### src/rtl/pipei_pkg.sv
// pipei_pkg: state and character-class enums plus ASCII constants for pipei_fsm.
package pipei_pkg;
  typedef enum logic [2:0] {IDLE, OPND1, OPR, OPND2, MATCH} state_t;
  typedef enum logic [2:0] {SPACE, OPND, OP, EQ, OTHER} cls_t;
  localparam logic [7:0] CH_SPACE = 8'h20;
  localparam logic [7:0] CH_EQ    = 8'h3d;
  localparam logic [7:0] CH_PLUS  = 8'h2b;
  localparam logic [7:0] CH_MINUS = 8'h2d;
  localparam logic [7:0] CH_STAR  = 8'h2a;
  localparam logic [7:0] CH_SLASH = 8'h2f;
endpackage

### src/rtl/pipei_char_class.sv
// pipei_char_class: combinational ASCII classifier into SPACE/OPND/OP/EQ/OTHER.
module pipei_char_class
  import pipei_pkg::*;
(
  input  logic [7:0] c,
  output cls_t       cls
);
  logic opnd, op;
  always_comb begin
    opnd = (c >= 8'h30 && c <= 8'h39) || (c >= 8'h41 && c <= 8'h5a) || (c >= 8'h61 && c <= 8'h7a);
    op   = c == CH_PLUS || c == CH_MINUS || c == CH_STAR || c == CH_SLASH;
    cls  = c == CH_SPACE ? SPACE : opnd ? OPND : op ? OP : c == CH_EQ ? EQ : OTHER;
  end
endmodule

### src/rtl/pipei_fsm.sv
// pipei_fsm: recognises "operand op operand =" in a byte stream, spaces ignored.
// Define PIPEI_FSM_MULTI_DIGIT_EN to let consecutive operand characters form one operand.
module pipei_fsm
  import pipei_pkg::*;
#(
  parameter int CHAR_W = 8
) (
  input  logic              clk,
  input  logic              clr,
  input  logic [CHAR_W-1:0] in,
  output logic              out
);
`ifdef PIPEI_FSM_MULTI_DIGIT_EN
  localparam bit MULTI = 1'b1;
`else
  localparam bit MULTI = 1'b0;
`endif
  cls_t   cls;
  state_t st, nxt;
  pipei_char_class u_cls (.c(in), .cls(cls));
  // An unexpected operand restarts an expression; anything else unexpected drops to IDLE.
  always_comb begin
    nxt = IDLE;
    if (cls == SPACE) nxt = st == MATCH ? IDLE : st;
    else begin
      case (st)
        IDLE:    nxt = cls == OPND ? OPND1 : IDLE;
        OPND1:   nxt = cls == OP ? OPR : cls == OPND ? OPND1 : IDLE;
        OPR:     nxt = cls == OPND ? OPND2 : IDLE;
        OPND2:   nxt = cls == EQ ? MATCH : cls == OPND ? (MULTI ? OPND2 : OPND1) : IDLE;
        MATCH:   nxt = cls == OPND ? OPND1 : IDLE;
        default: nxt = IDLE;
      endcase
    end
  end
  always_ff @(posedge clk or posedge clr)
    if (clr) st <= IDLE;
    else st <= nxt;
  assign out = st == MATCH;
endmodule

### config.mk
export PLATFORM = sky130hd
export DESIGN_NAME = pipei_fsm
export DESIGN_NICKNAME = d
export VERILOG_FILES = /design/src/rtl/pipei_pkg.sv /design/src/rtl/pipei_char_class.sv /design/src/rtl/pipei_fsm.sv
export SDC_FILE = /design/constraint.sdc
export NUM_CORES = 1
export LEC_CHECK = 0
export CORE_AREA = 2 2 39 41
export DETAILED_ROUTE_END_ITERATION = 16
export DIE_AREA = 0 0 41 43
export PLACE_DENSITY_LB_ADDON = 0.1
export SETUP_SLACK_MARGIN = 0.5
export SLEW_MARGIN = 20
export SYNTH_ARGS = -nofsm -noshare
export SYNTH_HDL_FRONTEND = slang
export SYNTH_HIERARCHICAL = 1
export SYNTH_SLANG_ARGS = --single-unit
### constraint.sdc
create_clock -name clk -period 1.4 [get_ports clk]
set_input_delay 0.42 -clock clk [delete_from_list [all_inputs] [get_ports clk]]
set_output_delay 0.42 -clock clk [all_outputs]
set_load 0.02 [all_outputs]
Word level (Yosys, flattened, before mapping). Cells that the tools add are included.

Magnitude comparators: 6. Equality and inequality tests: 14. Muxes and demuxes: 11. Reductions and logical operators: 11.

Operator list (number): $eq 8x6->1 const B (6); $mux 3 (8); $ge 8x7->1 const B (2); $le 8x7->1 const B (2); $eq 3x2->1 const B (4); $pmux 3 s4 (1); $ge 8x6->1 const B (1); $le 8x6->1 const B (1); $eq 3x1->1 const B (2); $logic_not 3->1 (2); $logic_or 1x1->1 (5); $eq 3x3->1 const B (1); $logic_and 1x1->1 (3); $mux 2 (1); $ne 2x2->1 const B (1); $reduce_or 2->1 (1); $mux 1 (1).

Register bits: 3. Input port bits: 10. Logic and storage cells: 43.

Longest topological paths before layout.
Depth after elaboration: 12. Mapped depth: 6. Depth with buffers taken out: 6.

Cells and area by module. Netlist, hierarchy kept.

By module, submodules not included: pipei_fsm (times used 1, cells an instance 19, area each 173.9 µm², seq. area each 75.1 µm²); pipei_char_class (times used 1, cells an instance 19, area each 146.4 µm², seq. area each 0.0 µm²).

Worst setup path before layout. OpenSTA, ideal clock, no wires.

Path kind: input to register. Start: in in[6]. End: reg st[1]. Setup time: 0.125 ns. Arrival time: 1.618 ns. Data required time: 1.275 ns. Setup slack: -0.343 ns. Stages on the path: 5. Buffers on the path: 0. Cell sequence: or3b_4 o32ai_1 o21ai_0 nand3_1 a21oi_1.

Cells in the longest elaborated chain, start to end: 11.

RTL lines: start, declared (RTL line pipei_fsm.sv:10) `input logic [CHAR_W-1:0] in,`; branches (longest 6 deep; another with $ge 8x6->1); $mux 3 * (RTL line pipei_char_class.sv:12) `cls = c == CH_SPACE ? SPACE : opnd ? OPND : op ? OP : c == CH_EQ ? EQ : OTHER;`; named net cls[0] (RTL line pipei_fsm.sv:18) `cls_t cls;`; $eq 3x1->1 / $eq 3x2->1 (equally long branches) (RTL line pipei_fsm.sv:29, pipei_fsm.sv:28); $mux 2 / $mux 3 (equally long branches) (RTL line pipei_fsm.sv:29, pipei_fsm.sv:28); $pmux 3 s4 (RTL line pipei_fsm.sv:26) `case (st)`; $mux 3 (RTL line pipei_fsm.sv:24) `if (cls == SPACE) nxt = st == MATCH ? IDLE : st;`; end signal, assigned (RTL line pipei_fsm.sv:38) `else st <= nxt;`; end, declared (RTL line pipei_fsm.sv:19) `state_t st, nxt;`.

Mark *: on every way through the listed nets, which the timed path passes. A chain may end at the register's enable or synchronous reset.

Worst setup path in the final report.
Start: in in[2]. End: reg st[0].

Cells in the longest elaborated chain, start to end: 12.

RTL lines (RTL line): branches (longest 6 deep; another with $ge 8x6->1); $mux 3 * (pipei_char_class.sv:12); named net cls[2] (pipei_fsm.sv:18); $eq 3x1->1; $mux 1; $mux 3, on equally long branches (pipei_fsm.sv:30, pipei_fsm.sv:28); $pmux 3 s4 (pipei_fsm.sv:26); $mux 3 (pipei_fsm.sv:24).

Marked as above.

==> key figures <==
Timing
  – Worst Skew: ~0.0022 ns
  – Worst Tran Pin Value: 0.475 ns
  – Final setup vio count: 3
  – Max_slew headroom: 68.1%
  – Final Hold Viols: 0
  – Fin worst setup slack: -0.0697 ns
  – Tmin final: about 1.5 ns
  – Fmax: a little under 0.7 GHz
  – Final period util: 105%
  – RSZ-0062 raised after global routing: true
  – Final max-slew violation count: 0

Setup path
  – Crit-path slowest cell: or3_4
  – Worst path max stage delay: 0.40 ns
  – Critical path launch point type: primary input
  – CP delay by family, top: simple AND/OR/NAND/NOR gates
  – Critical Path Sink Type: flop
  – WS Path Type: primary input to flop
  – Worst reg2reg setup slack: slightly below 0.3 ns
  – Arr. time, crit path: 1.59 ns
  – Worst EP required: 1.52 ns
  – Crit path max fanout: 5
  – Buf/Inv on CP: 3
  – R2R Path Start: st[0]
  – CP cell instances: buf_8 -> or3_4 -> nor3_4 -> buf_4 -> buf_6 -> a2bb2oi_4 -> nor3_2
  – Worst r2r dst: st[0]
  – Worst reg2reg path depth: 5

Synth
  – Top cell type by total area after synthesis: dfrtp_1
  – Net count after synthesis: between 40 and 50
  – Post-Syn Area: 320 µm²
  – Number of synthesized flops with an enable pin: 0
  – Syn_area_per_cell: 8.43 µm²
  – YS warnings: 6
  – Register area share after synthesis: between 20% and 30%
  – Top post-synthesis cells by area: dfrtp_1 23%, a21oi_1 6.3%, o21ai_0 6.3%
  – Distinct cells, synth: 24
  – Post-Syn Instances: 38
  – Yosys reg bits: 3
  – Primary FF master, synth: dfrtp_1
  – Most common library cells after synthesis: 4 x a21oi_1, 4 x inv_1, 4 x o21ai_0
  – Top cell type's share of synthesized area: between 20% and 30%
  – Async set-reset flop share out of synthesis: 100%

Final layout
  – Biggest regs: st x3
  – Fillers: 150
  – Max FFs per register: 3
  – Final Net Count: 80
  – Synth-to-layout area growth: 99.2%
  – Post-Layout Inst Area: roughly 640 µm²
  – Top reg by flops: st
  – Diodes inserted: 0
  – Share of cells above drive strength 1: 59.4%

Route
  – Initial DRC Count: 2
  – # DRC: 0
  – Final ANT Viol Nets: 0
  – Vias/cell: 4.88
  – Drt pass-1 iters: 3
  – Via count: about 420
  – Final wirelength: around 1100 µm
  – Routed length per instance: around 13 µm

Global route
  – Grt total ovfl: 0
  – Tot GR Track Use: about 15%
  – Initial antenna violation count: 0
  – Vias in the first global route: 464
  – Largest net degree at the start of global routing: 7
  – Global-route wire length before repair: roughly 1900 µm

Clock network
  – CTS tree: built
  – H-tree level count: 1
  – CTS Sinks: 3
  – Cts-stage hold buffer count: 0
  – CTS clock-pin slew for the worst setup and hold paths: about 0.040 ns
  – Clock Path Buffers: 2
  – Clock root buffer: clkbuf_4
  – CTS buffer count: 3
  – Clk Latency, worst-skew pair: between 0.2 and 0.25 ns

Placement
  – # port buffers: 10
  – Placement Setup Slack: -0.740 ns
  – Dpl hpwl: approximately 810 µm
  – Placed inst area: 563 µm²
  – Placer's final routability congestion estimate: between 0.6 and 0.7

Pwr
  – Internal: ~0.00026 W
  – Power Dens Cells: 571 mW/mm²
  – Worst ir drop on vdd: approximately 0.00055 V
  – P_sw: 0.000102 W
  – Net Sw Frac: 28.0%
  – Clock power frac: approximately two fifths
  – Flop pwr share: between 20 and 25%
  – Combinational Power Share: between 30% and 40%
  – Lkg Pwr: ~0.28 nW

Status
  – Failing checks: setup timing
  – Status: complete, but fails checks

Floorplan
  – Full die area: ~0.0018 mm²
  – Initial Utilization: a little under a quarter
  – Die height: about 43 µm
  – Die span in x: slightly above 40 µm
  – Rows: 14
  – Core ar.: ~0.0014 mm²
  – Boundary Pins: 11

Hold path
  – Hold crit path type: primary input to asynchronous set/reset pin

Job
  – Max-capacitance violation count: 0
-- worst register-to-register path: cells and delay by family, from the launching register on --
kind                   cells  cell delay [ns]
and+or+nand+nor            1             0.11
AOI/OAI and AO/OA          2             0.27
buffers and inverters      2             0.27
DFF                        1             0.38
-- final cells by class --
type	count	area [µm²]	area share, %
clock buffer	4	26.3	4.12
inverter	4	15.0	2.35
multi-input combinational	31	283	44.3
sequential	3	75.1	11.8
tap	16	20.0	3.14
timing repair buffer	27	219	34.3
-- power groups by stage --
stage	Clock (W)	Combinational, W	Sequential [W]
CTS	0.000160	0.000115	0.0000899
global route	0.000176	0.000130	0.0000898
floorplan	0	0.0000442	0.0000919
finish	0.000153	0.000121	0.0000899
detailed placement	0	0.000108	0.0000909
global placement	0	0.000105	0.0000908
-- worst max-delay path by stage --
stage	from	to	slack, ns	depth (start not counted)
final	in[2]	st[0]	-0.07	7
after global routing	in[7]	st[0]	-0.10	6
after CTS	in[1]	st[0]	-0.13	7
after detailed placement	in[1]	st[0]	-0.74	6
after global placement	in[1]	st[1]	-0.68	7
after floorplan	in[1]	st[0]	-0.11	6
-- per-stage QoR --
step                util [%]  hold WS (ns)  power (W)  std cells  TNS [ns]
finish                  46.1         0.354   0.000365         85    -0.182
detailed placement      40.7         0.595   0.000199         76     -2.35
global route            46.1         0.373   0.000396         85    -0.303
floorplan                  -         0.174   0.000136         38    -0.313
CTS                     44.3         0.351   0.000364         83    -0.275
global placement        40.7         0.589   0.000195         76     -2.26
-- routing by layer --
layer	global-route usage, %	part of all wire, %	vias up	routed length (µm)
li1	-	-	204	-
met3	1.57	3.4	2	38
met5	0	0	-	0
met2	30.3	61	9	672
met4	8.00	1.9	0	21
met1	13.2	34	200	378
-- cells by family (layout without fill, tap and decap cells) --
| logic type | Yosys count | in the layout | synth area share [%] |
|---|---|---|---|
| flops | 3 | 3 | 23.4 |
| buf+inv | 4 | 35 | 4.69 |
| compound gates | 14 | 14 | 29.7 |
| simple gates | 17 | 17 | 42.2 |
-- what timing repair did --
item | in CTS | in global routing
buffers inserted | 3 | 2
gates resized for setup | 41 | 9
hold endpoints to repair | 0 | 0
pin swaps | 10 | 9
setup endpoints to repair | 4 | 4
cloned | 0 | 0
-- cells in the final DEF (no fill, tap or decap), drive strengths merged, types with 2 or more instances in the layout --
cell | netlist | routed
dfrtp | 3 | 3
nand3 | 2 | 2
nor2b | 3 | 3
inv | 4 | 4
nor2 | 2 | 2
o21ai | 4 | 4
clkbuf | 0 | 6
nor3 | 3 | 3
buf | 0 | 24
a21oi | 4 | 4
Note: power is estimated with default switching activity, not from simulation.
